**config.mk**
```make
export PLATFORM = sky130hd
export DESIGN_NAME = unstrip_scheduler
export DESIGN_NICKNAME = d
export VERILOG_FILES = /design/src/rtl/unstrip_scheduler.sv
export SDC_FILE = /design/constraint.sdc
export NUM_CORES = 1
export LEC_CHECK = 0
export ABC_AREA = 0
export CAP_MARGIN = 40
export CORE_MARGIN = 1
export CORE_UTILIZATION = 57
export DETAILED_ROUTE_END_ITERATION = 7
export GPL_ROUTABILITY_DRIVEN = 1
export GPL_TIMING_DRIVEN = 0
export HOLD_SLACK_MARGIN = 0.06
export PLACE_DENSITY = 0.79
export SLEW_MARGIN = 20
export SYNTH_ARGS = -nofsm -noshare
export SYNTH_HDL_FRONTEND = slang
export SYNTH_SLANG_ARGS = --single-unit
```
**constraint.sdc**
```tcl
create_clock -name clk_2f -period 5.2 [get_ports clk_2f]
set_input_delay 1.04 -clock clk_2f [delete_from_list [all_inputs] [get_ports clk_2f]]
set_output_delay 1.04 -clock clk_2f [all_outputs]
set_load 0.005 [all_outputs]
```
**src/rtl/unstrip_scheduler.sv**
```systemverilog
// Two-lane reassembly scheduler: per-lane FIFOs absorb inter-lane skew and a
// strict lane0/lane1 alternation rebuilds the original word order onto one output.
module unstrip_scheduler #(
  parameter int DATA_W = 32,
  parameter int DEPTH  = 4
) (
  input  logic                     clk_2f,
  input  logic                     reset_L,
  input  logic                     flush,
  input  logic                     valid_0,
  input  logic [DATA_W-1:0]        lane_0,
  input  logic                     valid_1,
  input  logic [DATA_W-1:0]        lane_1,
  input  logic                     ready_out,
  output logic [DATA_W-1:0]        data_out,
  output logic                     valid_out,
  output logic                     exp_lane,
  output logic                     active,
  output logic                     overflow_err,
  output logic [$clog2(DEPTH):0]   fill_0,
  output logic [$clog2(DEPTH):0]   fill_1
);

  localparam int AW = $clog2(DEPTH);

  typedef enum logic {
    EXP0 = 1'b0,
    EXP1 = 1'b1
  } state_t;

  state_t state_q, state_d;

  logic [DATA_W-1:0]     data_q, data_d;
  logic                  valid_out_q, valid_out_d;
  logic                  active_q, active_d;
  logic                  ovf_q, ovf_d;

  logic [1:0][AW-1:0]    wr_ptr_q, wr_ptr_d;
  logic [1:0][AW-1:0]    rd_ptr_q, rd_ptr_d;
  logic [1:0][AW:0]      cnt_q, cnt_d;

  logic [DATA_W-1:0]     mem [2][DEPTH];

  logic [1:0][DATA_W-1:0] din;
  logic [1:0]             vld_in;
  logic [1:0]             full;
  logic [1:0]             pop;
  logic [1:0]             push;
  logic [1:0]             wr_en;
  logic                   slot_free;
  logic                   lane_sel;
  logic                   drop;
  logic [DATA_W-1:0]      head;

  assign din    = {lane_1, lane_0};
  assign vld_in = {valid_1, valid_0};

  // Pop/push decisions; a full FIFO still accepts a word when its head leaves on the same edge.
  always_comb begin
    slot_free = !valid_out_q || ready_out;
    lane_sel  = (state_q == EXP1);
    pop       = '0;
    push      = '0;
    full      = '0;
    if ((cnt_q[lane_sel] != '0) && slot_free) begin
      pop[lane_sel] = 1'b1;
    end
    for (int i = 0; i < 2; i++) begin
      full[i] = (cnt_q[i] == (AW+1)'(DEPTH));
      push[i] = vld_in[i] && (!full[i] || pop[i]);
    end
    drop  = |(vld_in & ~push);
    wr_en = push & {2{!flush}};
    head  = mem[lane_sel][rd_ptr_q[lane_sel]];
  end

  always_comb begin
    state_d     = state_q;
    data_d      = data_q;
    valid_out_d = valid_out_q;
    active_d    = active_q;
    ovf_d       = ovf_q;
    wr_ptr_d    = wr_ptr_q;
    rd_ptr_d    = rd_ptr_q;
    cnt_d       = cnt_q;
    if (flush) begin
      state_d     = EXP0;
      data_d      = '0;
      valid_out_d = 1'b0;
      active_d    = 1'b0;
      ovf_d       = 1'b0;
      wr_ptr_d    = '0;
      rd_ptr_d    = '0;
      cnt_d       = '0;
    end else begin
      for (int i = 0; i < 2; i++) begin
        if (push[i]) wr_ptr_d[i] = wr_ptr_q[i] + AW'(1);
        if (pop[i])  rd_ptr_d[i] = rd_ptr_q[i] + AW'(1);
        cnt_d[i] = cnt_q[i] + (AW+1)'(push[i]) - (AW+1)'(pop[i]);
      end
      if (|pop) begin
        data_d      = head;
        valid_out_d = 1'b1;
        active_d    = 1'b1;
        state_d     = (state_q == EXP0) ? EXP1 : EXP0;
      end else if (valid_out_q && ready_out) begin
        valid_out_d = 1'b0;
        data_d      = '0;
      end
      if (drop) ovf_d = 1'b1;
    end
  end

  always_ff @(posedge clk_2f or negedge reset_L) begin
    if (!reset_L) begin
      state_q     <= EXP0;
      data_q      <= '0;
      valid_out_q <= 1'b0;
      active_q    <= 1'b0;
      ovf_q       <= 1'b0;
      wr_ptr_q    <= '0;
      rd_ptr_q    <= '0;
      cnt_q       <= '0;
    end else begin
      state_q     <= state_d;
      data_q      <= data_d;
      valid_out_q <= valid_out_d;
      active_q    <= active_d;
      ovf_q       <= ovf_d;
      wr_ptr_q    <= wr_ptr_d;
      rd_ptr_q    <= rd_ptr_d;
      cnt_q       <= cnt_d;
    end
  end

  // Storage carries no reset; occupancy and pointers alone define what is valid.
  always_ff @(posedge clk_2f) begin
    for (int i = 0; i < 2; i++) begin
      if (wr_en[i]) mem[i][wr_ptr_q[i]] <= din[i];
    end
  end

  assign data_out     = data_q;
  assign valid_out    = valid_out_q;
  assign exp_lane     = state_q;
  assign active       = active_q;
  assign overflow_err = ovf_q;
  assign fill_0       = cnt_q[0];
  assign fill_1       = cnt_q[1];

endmodule

```
==> flow_metrics.env <==
export IMPL_status="finished clean"
export IMPL_ir_drop_uv=318
export IMPL_ys_warn_count=0
export IMPL_powerDensity_mw_per_mm2=445
export IMPL_fin_nets=917
export IMPL_wl_um=27100
export IMPL_synthFlopType="edfxtp_1"
export IMPL_worstPathBufferInverterCount=3
export IMPL_slew_headroom=0.445
export IMPL_finClkSkew_ps=14.6
export IMPL_synth_cell_types=37
export IMPL_ctsResizeCount=0
export IMPL_grt_pass1_vias=7280
export IMPL_start_kind="primary input"
export IMPL_syn_instance_count=667
export IMPL_hold_ws_ps=352
export IMPL_portBuffers=110
export IMPL_synth_seq_cells=306
export IMPL_nFillCells=1271
export IMPL_synth_area_mm2=0.0118
export IMPL_setup_viol=0
export IMPL_async_flop_share=0.163
export IMPL_place_hpwl_um=17700
export IMPL_end_kind="flop"
export IMPL_multiInputGateArea_mm2=0.00266
export IMPL_register_area_mm2=0.00894
export IMPL_fp_dieH_um=146
export IMPL_met2_length_um=13600
export IMPL_clk_latency_ps=550
export IMPL_arrival_ps=3930
export IMPL_antenna_found_initial=0
export IMPL_max_cap_violations=0
export IMPL_dieArea_mm2=0.0213
export IMPL_cts_root_buf="clkbuf_16"
export IMPL_ios=112
export IMPL_h_tree_depth=1
export IMPL_max_stage_delay_ps=680
export IMPL_worstPathMaxFanout=7
export IMPL_final_util=0.719
export IMPL_layout_drive_gt1_share=0.126
export IMPL_area_growth_pct=23.2
export IMPL_cts_buffer_depth=3
export IMPL_timing_final_crit_share=0.677
export IMPL_worstMarginPinSlew_ps=828
export IMPL_gr_total_overflow=0
export IMPL_place_congestion=0.794
export IMPL_drt_wirelength_per_cell_um=24.0
export IMPL_max_freq_ghz=0.284
export IMPL_cts_sinks=306
export IMPL_via_count=6836
export IMPL_hold_class="in -> async"
export IMPL_route_detailed_drc=0
export IMPL_rsz0062_at_grt="no"
export IMPL_grt_max_degree=38
export IMPL_cts_hold_fix_buffers=0
export IMPL_crit_slowest_cell="a2111oi_2"
export IMPL_numCtsBuffers=30
export IMPL_row_count=52
export IMPL_synth_edf_count=256
export IMPL_postSynthAreaPerCell_um2=17.7
export IMPL_drtPass1Iterations=5
export IMPL_worst_setup_path_type="in -> reg"
export IMPL_viasPerCell=6.07
export IMPL_postCtsSetupRepairBufs=0
export IMPL_initial_core_util=0.583
export IMPL_slew_viol_final=0
export IMPL_crit_path_cell_trace="clkdlybuf4s50_1, nand2b_1, a2111oi_2, nand2b_1, ha_1, inv_1, ha_1, inv_1, fa_1, xnor2_1, xnor2_1, nor2_1"
export IMPL_met1Wirelength_um=10800
export IMPL_routed_top_layer="met4"
export IMPL_drt_initial_drc_count=634
export IMPL_cts_tree="built"
export IMPL_hold_viol=0
export IMPL_p_leak_nw=6.13
export IMPL_grt_pass1_wl_um=40800
export IMPL_ant_nets=0
export IMPL_track_usage=0.257
export IMPL_met3_length_um=1900
export IMPL_period_minus_slack_ps=3520
export IMPL_cp_required_ps=5610
export IMPL_critPathTopFamily="adder cells"
export IMPL_cts_clk_slew_worst_paths_ps=60
export IMPL_yosysSeqAreaShare=0.755
export IMPL_n_antenna_cell=0
export IMPL_syn_num_nets=751
export IMPL_core_mm2=0.0203
export IMPL_die_w_um=146
## logic make-up (layout without fill, tap and decap cells)
logic type,after synthesis,count (layout),synth area share
flip-flops,306,306,0.755
adder cells (fa/ha/maj),14,14,0.0161
buffers and inverters,48,238,0.0223
multiplexers,129,129,0.109
AO/OA/AOI/OAI,113,113,0.0673
XOR/XNOR,8,8,0.00592
AND/OR/NAND/NOR,49,49,0.0242
## area by class of cell
cell class,count,area share
sequential,306,0.613
inverter,12,0.00309
clock buffer,38,0.0570
buffer,36,0.0150
timing repair buffer,134,0.0961
clock inverter,18,0.0105
tap,270,0.0232
multi-input combinational,313,0.182
## state kept, by name (all words and copies together), names as in the netlist
register	flops
mem	256
data_out	32
rd_ptr_q	4
wr_ptr_q	4
fill_0	3
fill_1	3
active	1
exp_lane	1
overflow_err	1
valid_out	1
## worst register-to-register path, stage by stage (launching register included)
cell	delay (ps)
dfrtp_1	440
nor2b_4	150
buf_6	140
o211ai_1	300
nand2_1	240
nor3b_2	740
buf_6	260
buf_4	210
buf_4	200
## Yosys cell counts (8+ instances only)
cell type,n,area share
a211o_1,32,0.024
ha_1,12,0.013
inv_1,12,0.0038
edfxtp_1,256,0.65
mux2i_1,129,0.11
o22ai_1,64,0.034
buf_6,8,0.0076
dfrtp_1,50,0.11
xnor2_1,8,0.0059
nor2_1,14,0.0044
buf_2,19,0.0080
## stage by stage
stage          area [um2]  worst slack, ps  total power [mW]  TNS, ps  std cells
6_report            14600             1680              6.49        0       1127
5_1_grt             14600             1520              6.72        0       1127
4_1_cts             14600             1670              6.50        0       1126
3_5_place_dp        13600             1110              4.39        0       1070
3_3_place_gp        13300            -2270              4.29  -282500       1047
2_1_floorplan       11800              743              3.79        0        667
## final timing paths
| kind | startpoint | endpoint | slack [ps] | cells after the start |
|---|---|---|---|---|
| setup / recovery | ready_out | fill_1[2]$_DFF_PN0_ | 1680 | 12 |
| hold / removal | reset_L | data_out[7]$_DFFE_PN0P_ | 350 | 1 |
| setup reg to reg | valid_out$_DFFE_PN0P_ | mem[0][116]$_DFFE_PP_ | 2230 | 8 |
| hold reg to reg | data_out[22]$_DFFE_PN0P_ | data_out[22]$_DFFE_PN0P_ | 500 | 1 |
| max in group asynchronous | reset_L | data_out[26]$_DFFE_PN0P_ | 4330 | 2 |
| min in group clk_2f | data_out[22]$_DFFE_PN0P_ | data_out[22]$_DFFE_PN0P_ | 500 | 1 |
## layout by cell type (no fill, tap or decap), types with 2 or more instances in the layout
master	instances
clkinv_2	6
or3_1	2
xnor2_1	8
edfxtp_1	256
dfrtp_1	50
nand2_1	2
clkinv_1	9
nor3_1	6
clkbuf_16	31
o21ai_0	4
inv_1	12
mux2i_1	129
nor2_1	14
nor3b_2	4
a211o_1	32
buf_16	5
nand4b_1	2
ha_1	12
clkdlybuf4s50_1	109
buf_2	19
o22ai_1	64
fa_1	2
nor2b_1	3
and2_2	4
clkbuf_1	11
buf_6	14
buf_1	2
clkbuf_8	3
nand3_1	2
a21oi_1	7
bufinv_16	3
buf_4	14
nand2b_1	3
## layer usage
layer  track usage  vias to the layer above
li1              -                     2975
met1         0.334                     3484
met2         0.444                      315
met3        0.0372                       62
met4        0.0901                        0
met5             0                        -
## power by group
group / switching, mW / internal [mW] / leakage [nW]
Sequential: 0.129 / 2.87 / 2.99
Combinational: 0.718 / 0.644 / 2.65
Clock: 0.859 / 1.27 / 0.488
Power figures use the tool's default switching activity.
